### config.mk
export PLATFORM = sky130hd
export DESIGN_NAME = temp_spi_sampler
export DESIGN_NICKNAME = d
export VERILOG_FILES = /design/src/rtl/temp_spi_pkg.sv /design/src/rtl/temp_spi_tick.sv /design/src/rtl/temp_spi_sampler.sv
export SDC_FILE = /design/constraint.sdc
export NUM_CORES = 1
export LEC_CHECK = 0
export BUFFER_PORTS_ARGS = -buffer_cell sky130_fd_sc_hd__buf_2
export CAP_MARGIN = 40
export CELL_PAD_IN_SITES_DETAIL_PLACEMENT = 1
export CELL_PAD_IN_SITES_GLOBAL_PLACEMENT = 1
export CORE_UTILIZATION = 50
export CTS_CLUSTER_DIAMETER = 150
export DETAILED_ROUTE_END_ITERATION = 6
export HOLD_SLACK_MARGIN = 0.15
export PLACE_DENSITY = 0.91
export SKIP_CTS_REPAIR_TIMING = 1
export SLEW_MARGIN = 20
export SYNTH_ARGS = -nofsm -noshare
export SYNTH_HDL_FRONTEND = slang
export SYNTH_SLANG_ARGS = --single-unit
### constraint.sdc
create_clock -name clk -period 3.4 [get_ports clk]
set_clock_uncertainty 0.05 [all_clocks]
set_input_delay 0.51 -clock clk [delete_from_list [all_inputs] [get_ports clk]]
set_output_delay 0.51 -clock clk [all_outputs]
set_load 0.01 [all_outputs]
### src/rtl/temp_spi_pkg.sv
// Shared types and sizing helpers for the SPI temperature sampler.
package temp_spi_pkg;

  typedef enum logic [2:0] {
    IDLE,
    WAIT,
    CS_SETUP,
    SHIFT,
    CS_HOLD,
    DONE
  } state_e;

  localparam int unsigned DEF_CLK_DIV       = 25;
  localparam int unsigned DEF_SAMPLE_PERIOD = 50000000;
  localparam int unsigned DEF_DATA_W        = 16;

  localparam int unsigned XFER_CYCLES =
    DEF_CLK_DIV * (2 * DEF_DATA_W + 2) + 1;

  // Width able to hold 0..n-1, never narrower than one bit.
  function automatic int unsigned cnt_w(input int unsigned n);
    return (n > 1) ? $clog2(n) : 1;
  endfunction

  localparam int unsigned PER_W = cnt_w(DEF_SAMPLE_PERIOD);
  localparam int unsigned DIV_W = cnt_w(DEF_CLK_DIV);
  localparam int unsigned BIT_W = cnt_w(DEF_DATA_W);

endpackage

### src/rtl/temp_spi_tick.sv
// SCK half-period prescaler; restarts cleanly at each transfer start.
module temp_spi_tick
  import temp_spi_pkg::*;
#(
  parameter int unsigned CLK_DIV = DEF_CLK_DIV
) (
  input  logic clk,
  input  logic rst_n,
  input  logic i_en,
  input  logic i_restart,
  output logic o_tick
);

  localparam int unsigned CW = cnt_w(CLK_DIV);
  localparam logic [CW-1:0] LAST = CW'(CLK_DIV - 1);

  logic [CW-1:0] r_cnt;
  logic          w_last;

  assign w_last = (r_cnt == LAST);
  assign o_tick = i_en & w_last;

  always_ff @(posedge clk or negedge rst_n) begin
    if (!rst_n) begin
      r_cnt <= '0;
    end else if (i_restart) begin
      r_cnt <= '0;
    end else if (i_en) begin
      r_cnt <= w_last ? '0 : r_cnt + CW'(1);
    end
  end

endmodule

### src/rtl/temp_spi_sampler.sv
// Periodic / on-demand SPI temperature acquisition controller
// holding the last sample on a parallel bus for the PIO.
module temp_spi_sampler
  import temp_spi_pkg::*;
#(
  parameter int unsigned CLK_DIV       = DEF_CLK_DIV,
  parameter int unsigned SAMPLE_PERIOD = DEF_SAMPLE_PERIOD,
  parameter int unsigned DATA_W        = DEF_DATA_W
) (
  input  logic              clk,
  input  logic              reset_n,
  input  logic              enable,
  input  logic              start_now,
  input  logic              spi_miso,
  output logic              spi_cs_n,
  output logic              spi_sck,
  output logic [DATA_W-1:0] temp_data,
  output logic              temp_valid,
  output logic              update_tgl,
  output logic              busy
);

  localparam int unsigned PW = cnt_w(SAMPLE_PERIOD);
  localparam int unsigned BW = cnt_w(DATA_W);
  localparam logic [PW-1:0] PER_LAST = PW'(SAMPLE_PERIOD - 1);
  localparam logic [BW-1:0] BIT_LAST = BW'(DATA_W - 1);

  state_e            r_state;
  state_e            w_nxt;
  logic [PW-1:0]     r_per;
  logic [BW-1:0]     r_bit;
  logic [DATA_W-1:0] r_shift;
  logic [DATA_W:0]   w_shift_nxt;
  logic [DATA_W-1:0] r_data;
  logic              r_sck;
  logic              r_cs_n;
  logic              r_busy;
  logic              r_valid;
  logic              r_tgl;
  logic              w_tick;
  logic              w_in_xfer;
  logic              w_nxt_xfer;
  logic              w_enter;
  logic              w_per_done;
  logic              w_rise;
  logic              w_fall;

  assign w_in_xfer  = r_state inside {CS_SETUP, SHIFT, CS_HOLD};
  assign w_nxt_xfer = w_nxt inside {CS_SETUP, SHIFT, CS_HOLD};
  assign w_enter    = (w_nxt == CS_SETUP) && (r_state != CS_SETUP);
  assign w_per_done = (r_per == PER_LAST);
  assign w_rise     = (r_state == SHIFT) && w_tick && !r_sck;
  assign w_fall     = (r_state == SHIFT) && w_tick && r_sck;
  assign w_shift_nxt = {r_shift, spi_miso};

  temp_spi_tick #(
    .CLK_DIV (CLK_DIV)
  ) u_tick (
    .clk       (clk),
    .rst_n     (reset_n),
    .i_en      (w_in_xfer),
    .i_restart (w_enter),
    .o_tick    (w_tick)
  );

  always_comb begin
    w_nxt = r_state;
    unique case (r_state)
      IDLE: begin
        if (start_now || enable) w_nxt = CS_SETUP;
      end
      WAIT: begin
        if (start_now)       w_nxt = CS_SETUP;
        else if (!enable)    w_nxt = IDLE;
        else if (w_per_done) w_nxt = CS_SETUP;
      end
      CS_SETUP: begin
        if (w_tick) w_nxt = SHIFT;
      end
      SHIFT: begin
        if (w_fall && (r_bit == BIT_LAST)) w_nxt = CS_HOLD;
      end
      CS_HOLD: begin
        if (w_tick) w_nxt = DONE;
      end
      DONE: begin
        w_nxt = enable ? WAIT : IDLE;
      end
      default: w_nxt = IDLE;
    endcase
  end

  always_ff @(posedge clk or negedge reset_n) begin
    if (!reset_n) begin
      r_state <= IDLE;
      r_cs_n  <= 1'b1;
      r_busy  <= 1'b0;
    end else begin
      r_state <= w_nxt;
      r_cs_n  <= !w_nxt_xfer;
      r_busy  <= w_nxt_xfer;
    end
  end

  // Start-to-start period; saturates so short periods give one WAIT cycle.
  always_ff @(posedge clk or negedge reset_n) begin
    if (!reset_n) begin
      r_per <= '0;
    end else if (w_enter) begin
      r_per <= '0;
    end else if (!w_per_done) begin
      r_per <= r_per + PW'(1);
    end
  end

  always_ff @(posedge clk or negedge reset_n) begin
    if (!reset_n) begin
      r_sck   <= 1'b0;
      r_bit   <= '0;
      r_shift <= '0;
    end else if (r_state == SHIFT) begin
      if (w_tick) r_sck <= ~r_sck;
      if (w_rise) r_shift <= w_shift_nxt[DATA_W-1:0];
      if (w_fall && (r_bit != BIT_LAST)) r_bit <= r_bit + BW'(1);
    end else begin
      r_sck <= 1'b0;
      if (r_state == CS_SETUP) begin
        r_bit   <= '0;
        r_shift <= '0;
      end
    end
  end

  always_ff @(posedge clk or negedge reset_n) begin
    if (!reset_n) begin
      r_data  <= '0;
      r_valid <= 1'b0;
      r_tgl   <= 1'b0;
    end else begin
      r_valid <= (r_state == DONE);
      if (r_state == DONE) begin
        r_data <= r_shift;
        r_tgl  <= ~r_tgl;
      end
    end
  end

  assign spi_cs_n   = r_cs_n;
  assign spi_sck    = r_sck;
  assign temp_data  = r_data;
  assign temp_valid = r_valid;
  assign update_tgl = r_tgl;
  assign busy       = r_busy;

endmodule

==> reports/summary.md, run 1 <==
The worst-margin pin slew was 0.759 ns; the clock latency of the later-clocked register in the worst-skew pair was 0.35 ns. The detailed router finished its first iteration with 118 violations. The via total after detailed routing was 2,837. The slowest cell on the critical path is sky130_fd_sc_hd__clkinv_1.

The gate count of the mapped netlist was 382. Along the worst path, the maximum fanout reaches 18. The clock period minus worst slack is 2.30 ns. The region available for standard cell placement spans 6830 um2. The fraction of the yosys area taken by sequential cells came out at 52.6%.

From synthesis to final layout, the design area changed by 12.2%. The final antenna diode count was 0. The number of levels in the clock H-tree was 3. Die extent in x: 86.5 um. The residual overflow from global routing is 0. The logs give 7490 um2 for the full die area and 435 MHz for the fmax. The final net count was 418; the die height was 86.5 um. In this run, distinct cell masters in the synthesized netlist total 49. Cell taking the most area after synthesis: sky130_fd_sc_hd__dfrtp_1. Headroom to the max-slew limit came out at 49.1%.

The clock drives 75 sinks. The root buffer cell chosen for the clock tree is sky130_fd_sc_hd__clkbuf_8. The total of buffers placed on input and output ports is 25, and the initial antenna violation count is 0.

The filler cells instantiated in the layout total 799. The synthesized design devotes to its leading area cell type 51.8% of total area. The worst hold path passes through 3 cells. Counting the buffers created by CTS gives 9. After clock tree synthesis, the clock-pin slew on the worst setup and hold paths is 0.09 ns.

Dividing the detail-routed wire length by the instance count gives 17.1 um. The largest net degree at the start of global routing is 48. In this run the number of cells on the critical path is 5.

In this run, synthesis inferred 0 flip-flops with an integrated enable. For this run, the leading register cell type out of synthesis is sky130_fd_sc_hd__dfrtp_1. The number of max-slew violations in the final report is 0, and the arrival time of the worst setup path is 2.49 ns.

The post-route netlist has 13.5% of its cells at a drive strength greater than 1. Among the stages of the critical path, the cell type that occurs most often is sky130_fd_sc_hd__nand2_1. The share of synthesized registers carrying an async set or reset is 100%, and the power density over the cells is 529 nW/um2. The Yosys step of the flow raised 0 warnings. The tools report the maximum resistive drop on vdd as 0.239 mV. The top-level I/O count was 26; the mean area per synthesized cell was 9.35 um2.

STA classifies the critical path startpoint as a flop. Category of the worst setup path capture point: a flop. The run gives 391 as the post-synth net total. In this run the core area contains 30 standard-cell rows. Summed over all cells, the static leakage comes to 1.85 nW.

At the end of the flow the core is filled with cells to 58.7%. In this run the deepest clock path goes through 2 buffers. STA puts the critical path data required time at 3.59 ns. The smallest setup slack after layout is 1.10 ns, and the number of detailed-route iterations in the first pass is 4. Total count of hold-check failures in the final report: 0. The run gives 2,997 as the via count of the first global-routing pass. TritonCTS built the clock tree. The final-layout setup total negative slack was 0 ns. The logs give 14.7 mm for the global-route wire length before repair and 25.9% for the total routing usage reported by global routing. The critical setup path kind was reg -> reg.

The starting density of the core was 52.3%; the post-synthesis register bit count was 75. The class of the most critical hold timing path is in -> reg. For the total half-perimeter wirelength after legalization and detailed placement, the log shows 5.93 mm. After synthesis, the cell types taking the most area are sky130_fd_sc_hd__dfrtp_1, sky130_fd_sc_hd__nand2_1, sky130_fd_sc_hd__o21ai_0.

After layout, the worst path uses 67.6% of the clock period. Setup repair after global routing left no endpoint under its margin. The kind of cell with the highest combined delay along the critical path is simple AND/OR/NAND/NOR gates. The mapped netlist covers 3570 um2. Number of design rule violations left after detail routing: 0.

Traced cell by cell, the critical path runs through nor2b_1, nand2_1, clkinv_1, nand2_1, nand2_1. The run finished with clean final reports. For the count of antenna-violating nets left after detailed routing, the log shows 0.

The worst register-to-register path has a depth of 5. Setup violations remaining at the end of the flow were counted as 0. The post-placement worst setup slack was 1.06 ns; the post-detailed-route via-to-cell ratio was 5.56. For this block, the routed nets add up to 8.70 mm of wire. For this run, the slowest stage of the critical path takes 0.60 ns.

The tool flagged a number of max-cap violations equal to 0. The final weighted congestion in routability-driven placement was 0.778. The combined buffer and inverter count along the critical path is 1.
## cell usage after synthesis (2+ instances only)
library cell               instances
sky130_fd_sc_hd__nand2_1         102
sky130_fd_sc_hd__dfrtp_1          74
sky130_fd_sc_hd__nor2_1           32
sky130_fd_sc_hd__o21ai_0          28
sky130_fd_sc_hd__xnor2_1          15
sky130_fd_sc_hd__nand3_1          12
sky130_fd_sc_hd__inv_1            11
sky130_fd_sc_hd__nor3_1           11
sky130_fd_sc_hd__a21oi_1           9
sky130_fd_sc_hd__nand4_1           7
sky130_fd_sc_hd__or3_1             6
sky130_fd_sc_hd__buf_2             5
sky130_fd_sc_hd__nor4_1            5
sky130_fd_sc_hd__xor2_1            5
sky130_fd_sc_hd__a31oi_1           4
sky130_fd_sc_hd__and3_1            4
sky130_fd_sc_hd__and4_1            4
sky130_fd_sc_hd__clkbuf_1          4
sky130_fd_sc_hd__ha_1              4
sky130_fd_sc_hd__mux2i_1           3
sky130_fd_sc_hd__nor2b_1           3
sky130_fd_sc_hd__a211oi_1          2
sky130_fd_sc_hd__buf_6             2
sky130_fd_sc_hd__nor4_4            2
sky130_fd_sc_hd__o211ai_1          2
sky130_fd_sc_hd__o31ai_1           2
sky130_fd_sc_hd__or4_1             2
## stage by stage
step,std cells,area (um2),power [mW],hold WS (ns)
3_5_place_dp,492,3790,1.41,0.408
5_1_grt,510,4010,2.22,0.389
4_1_cts,508,4000,2.13,0.0399
6_report,510,4010,2.12,0.369
3_3_place_gp,491,3760,1.37,0.406
2_1_floorplan,382,3570,1.30,0.164
## final timing paths
path / start / end / slack [ns]
setup / recovery: r_state[1] / temp_data[15] / 1.10
hold / removal: spi_miso / r_shift[0] / 0.37
setup reg to reg: r_state[1] / temp_data[15] / 1.10
hold reg to reg: temp_data[1] / temp_data[1] / 0.43
max in group asynchronous: reset_n / spi_cs_n / 2.10
min in group asynchronous: reset_n / u_tick.r_cnt[2] / 0.59
## report_power, final
| part | internal, mW | total (mW) | switching, mW | leakage, nW |
|---|---|---|---|---|
| logic | 0.120 | 0.323 | 0.203 | 0.742 |
| clock network | 0.367 | 0.725 | 0.359 | 0.0999 |
| registers | 0.969 | 1.07 | 0.103 | 1.01 |
| total | 1.46 | 2.12 | 0.664 | 1.85 |
## registers in the layout (all words and copies together) (netlist names)
name,count
r_per,26
temp_data,16
r_state,3
u_tick.r_cnt,5
r_shift,16
r_bit,4
update_tgl,1
busy,1
temp_valid,1
spi_sck,1
spi_cs_n,1
## cell families after synthesis
| family | synth area share (%) |
|---|---|
| and+or+nand+nor | 26.8 |
| DFF | 52.6 |
| AOI/OAI and AO/OA | 10.2 |
| buffers and inverters | 3.36 |
| xor gates and xnor gates | 4.90 |
| adders and majority gates | 1.40 |
| muxes | 0.840 |
## per-layer routing
layer | share of wire [%] | track usage (%) | routed length (um) | vias up
met5 | 0 | 0 | 0 | -
met4 | 1.7 | 11.1 | 146 | 0
met3 | 1.9 | 3.90 | 167 | 14
met2 | 53 | 46.3 | 4650 | 40
met1 | 43 | 31.0 | 3740 | 1429
li1 | - | - | - | 1354
## tightest hold or removal path, stage by stage
cell and delay [ns]:
sky130_fd_sc_hd__buf_2 0.08, sky130_fd_sc_hd__nand2_1 0.05, sky130_fd_sc_hd__o21ai_0 0.09
## cell type report
cell class	count	area (um2)	area share (%)
Clock buffer	10	138	3.43
Clock inverter	6	71.3	1.78
Inverter	12	45.0	1.12
Multi-Input combinational cell	282	1580	39.4
Sequential cell	75	1880	46.8
Tap cell	96	120	3.00
Timing Repair Buffer	29	178	4.43
## cells in the final DEF (no fill, tap or decap), types with 5 or more instances in the layout
cell type	instances
sky130_fd_sc_hd__or3_1	6
sky130_fd_sc_hd__nor2_1	32
sky130_fd_sc_hd__a21oi_1	9
sky130_fd_sc_hd__xnor2_1	15
sky130_fd_sc_hd__inv_1	11
sky130_fd_sc_hd__clkbuf_8	10
sky130_fd_sc_hd__nand3_1	12
sky130_fd_sc_hd__buf_2	24
sky130_fd_sc_hd__nand4_1	7
sky130_fd_sc_hd__nor4_1	5
sky130_fd_sc_hd__xor2_1	5
sky130_fd_sc_hd__nor3_1	10
sky130_fd_sc_hd__nand2_1	102
sky130_fd_sc_hd__dfrtp_1	74
sky130_fd_sc_hd__o21ai_0	28
No activity file was read; power rests on OpenSTA's default activity.
==> inputs of run 2 (changes only) <==
--- a/config.mk
+++ b/config.mk
@@ -9,11 +9,11 @@
 export CAP_MARGIN = 40
 export CELL_PAD_IN_SITES_DETAIL_PLACEMENT = 1
 export CELL_PAD_IN_SITES_GLOBAL_PLACEMENT = 1
-export CORE_UTILIZATION = 50
+export CORE_UTILIZATION = 42
 export CTS_CLUSTER_DIAMETER = 150
 export DETAILED_ROUTE_END_ITERATION = 6
 export HOLD_SLACK_MARGIN = 0.15
-export PLACE_DENSITY = 0.91
+export PLACE_DENSITY = 0.82
 export SKIP_CTS_REPAIR_TIMING = 1
 export SLEW_MARGIN = 20
 export SYNTH_ARGS = -nofsm -noshare
==> constraint.sdc (replaced) <==
create_clock -name clk -period 2.1 [get_ports clk]
set_clock_uncertainty 0.05 [all_clocks]
set_input_delay 0.315 -clock clk [delete_from_list [all_inputs] [get_ports clk]]
set_output_delay 0.315 -clock clk [all_outputs]
set_load 0.01 [all_outputs]
==> run 2 against run 1 <==
Against the previous run: design area increased by 2.1%; global-route usage shrank 5.7 points; combinational power increased by 63%; register-to-register slack lost 0.97 ns; flip-flop and latch count is the same; sequential share of layout area decreased by 0.96 points; critical path type unchanged; critical endpoint is now u_tick.r_cnt[4].
==> reports/summary.md, run 2 (synthesized netlist as in run 1, its figures left out) <==
The destination of the worst register-to-register timing path was u_tick.r_cnt[4]. Across all register-to-register paths, the minimum setup slack is 0.14 ns. Port buffering added 25 buffers. The run gives 5.39 mm as the total half-perimeter wirelength after legalization and detailed placement.

Number of cells traversed by the worst hold path: 2. The worst hold path begins at temp_data[11]. For the final routed database, the setup TNS stands at 0 ns.

The tools report the nature of the critical path startpoint as a flop. Measured along the x axis, the die boundary spans 94.2 um. The combined buffer and inverter count along the critical path came out at 1.

Traced cell by cell, the critical path runs through ha_2, nand3_2, nor4_4, buf_4, a211oi_4, o21ai_0, o211ai_1. The routed design has 8.24 mm of wire. The power density over the cells is 829 nW/um2. The required time at the endpoint of the critical path was 2.26 ns. The region available for standard cell placement spans 8220 um2. Pin placement for this block handled 26 I/O pins. For the number of max-slew violations in the final report, the log shows 0.

The global-route wire length before repair was 13.9 mm; the total of endpoints with negative setup slack in the final report was 0. The total of max-cap violations is 0. The flip-flop count of the largest register, all copies and words added was 26.

Clock tree synthesis selected as its root buffer the cell sky130_fd_sc_hd__clkbuf_8. The clock tree synthesis step divided the H-tree into 3 levels. The worst path uses 93.5% of the clock period. Static timing analysis puts the maximum clock frequency at 509 MHz. Register with the most flip-flops: r_per. Clock-pin slew was measured on the worst setup and hold paths at 0.09 ns. The number of antenna diodes in the final layout is 0.

The number of cells on the worst reg-to-reg path is 7. Data on the critical path arrives at its endpoint at 2.13 ns. Dividing the detail-routed via count by the number of cells gives 5.37.

For the pin with the worst max-slew slack, the measured transition is 0.637 ns. In the layout the commonest cells are sky130_fd_sc_hd__nand2_1, sky130_fd_sc_hd__dfrtp_1, sky130_fd_sc_hd__nor2_1. Relative area change from synthesis to final layout: 14.6%.

Subtracting the final worst setup slack from the clock period gives 1.96 ns. Cells with a size suffix above 1 make up 15.2% of the layout. Setup repair after global routing left no endpoint under its margin.

The maximum fanout along the worst path was 4. At the end of the flow, the number of nets in the layout was 426. For the number of design rule violations left after detail routing, the log shows 0.

On the worst path, the slowest cell contributes a delay of 0.40 ns. Among cell families on the critical path, the largest total delay comes from compound AO/OA/AOI/OAI gates. Total routing usage reported by global routing: 20.2%.

The run gives 1.88 nW as the leakage power. The run gives 0 as the total count of hold-check failures in the final report. The worst setup path is of the reg -> reg kind. For the via count of the first global-routing pass, the log shows 2,812.

For this configuration, the core starts out at a cell density of 43.5%. The clock latency of the later-clocked register in the worst-skew pair was 0.35 ns; the via total after detailed routing was 2,828. The tools report the beginning of the worst register-to-register path as r_per[1].

The count of nets left with antenna violations once routing finished came out at 0. Overall power consumption after layout is estimated at 3.40 mW. The library cell used most frequently in the layout, excluding fill and tap cells, is sky130_fd_sc_hd__nand2_1. Counting every sink on the clock net gives 75. At the placement stage, the worst setup path has a slack of 0.0455 ns. The longest clock path from root to sink contains 2 buffers. For hold timing, the worst endpoint is temp_data[11]. The cell count along the critical path came out at 7.

The min-delay analysis places its worst path in the category reg -> reg. The congestion estimate from routability-driven global placement came to 0.748. The detailed router finished its first iteration with 105 violations. For this run, the share of the core covered by cells in the final layout is 49.8%.

The largest individual stage delay along the critical path comes from the cell sky130_fd_sc_hd__dfrtp_1. The floorplan has 33 rows. The worst-case IR drop observed on VDD is 0.337 mV.

Measured against its own limit, the worst slew margin works out to 57.4%. The largest net degree at the start of global routing was 76. The tools report the category of the worst setup path capture point as a flop. From bottom edge to top edge, the die measures 94.2 um.

The flow ran to the end, and the final reports show no timing, DRC or antenna violations. The initial antenna violation count came out at 0. The floorplan step defined a die boundary enclosing 8880 um2. TritonCTS built the clock tree.

Buffers inserted during clock tree synthesis total 9. Number of detailed-route iterations in the first pass: 4. In the final routed layout, each cell accounts on average for 15.6 um. Once routing completed, OpenROAD measured the worst setup slack at 0.136 ns.

After global routing the overflow that remains totals 0.
## run 2: per-layer routing
metal	vias up	GRT usage [%]	wire [um]
met4	0	8.46	130
met1	1407	26.3	3850
li1	1372	-	-
met3	11	3.40	186
met5	-	0	0
met2	38	32.9	4070
## run 2: how the worst max path moves through the flow
stage | from | to | slack (ns)
finish | r_per[1] | u_tick.r_cnt[4] | 0.14
CTS | r_per[0] | u_tick.r_cnt[4] | 0.02
global route | r_per[1] | r_per[11] | 0.0004
floorplan | r_per[0] | r_per[11] | 0.28
global placement | r_per[0] | u_tick.r_cnt[3] | 0.16
detailed placement | r_per[0] | u_tick.r_cnt[4] | 0.05
## run 2: layout make-up
type,instances,area [um2]
clock buffer,10,128
clock inverter,6,66.3
fill,967,4120
inverter,12,45.0
multi-input combinational,282,1590
sequential,75,1880
tap,105,131
timing repair buffer,37,258
## run 2: through the flow
stage	area, um2	hold WS [ns]	cells
2_1_floorplan	3570	-0.0306	382
3_3_place_gp	3860	0.329	507
3_5_place_dp	3860	0.338	507
4_1_cts	4050	-0.0509	523
5_1_grt	4090	0.416	527
6_report	4090	0.423	527
## run 2: report_power, final
part           internal (mW)  total [mW]  switching (mW)
Sequential              1.57        1.75           0.181
Clock                  0.549        1.12           0.568
Combinational          0.202       0.528           0.326
Total                   2.32        3.40            1.07
## run 2: tightest hold or removal path: cells and delay by family, from the launching register on
family / cells / cell delay (ns)
and+or+nand+nor: 2 / 0.10
DFF: 1 / 0.35
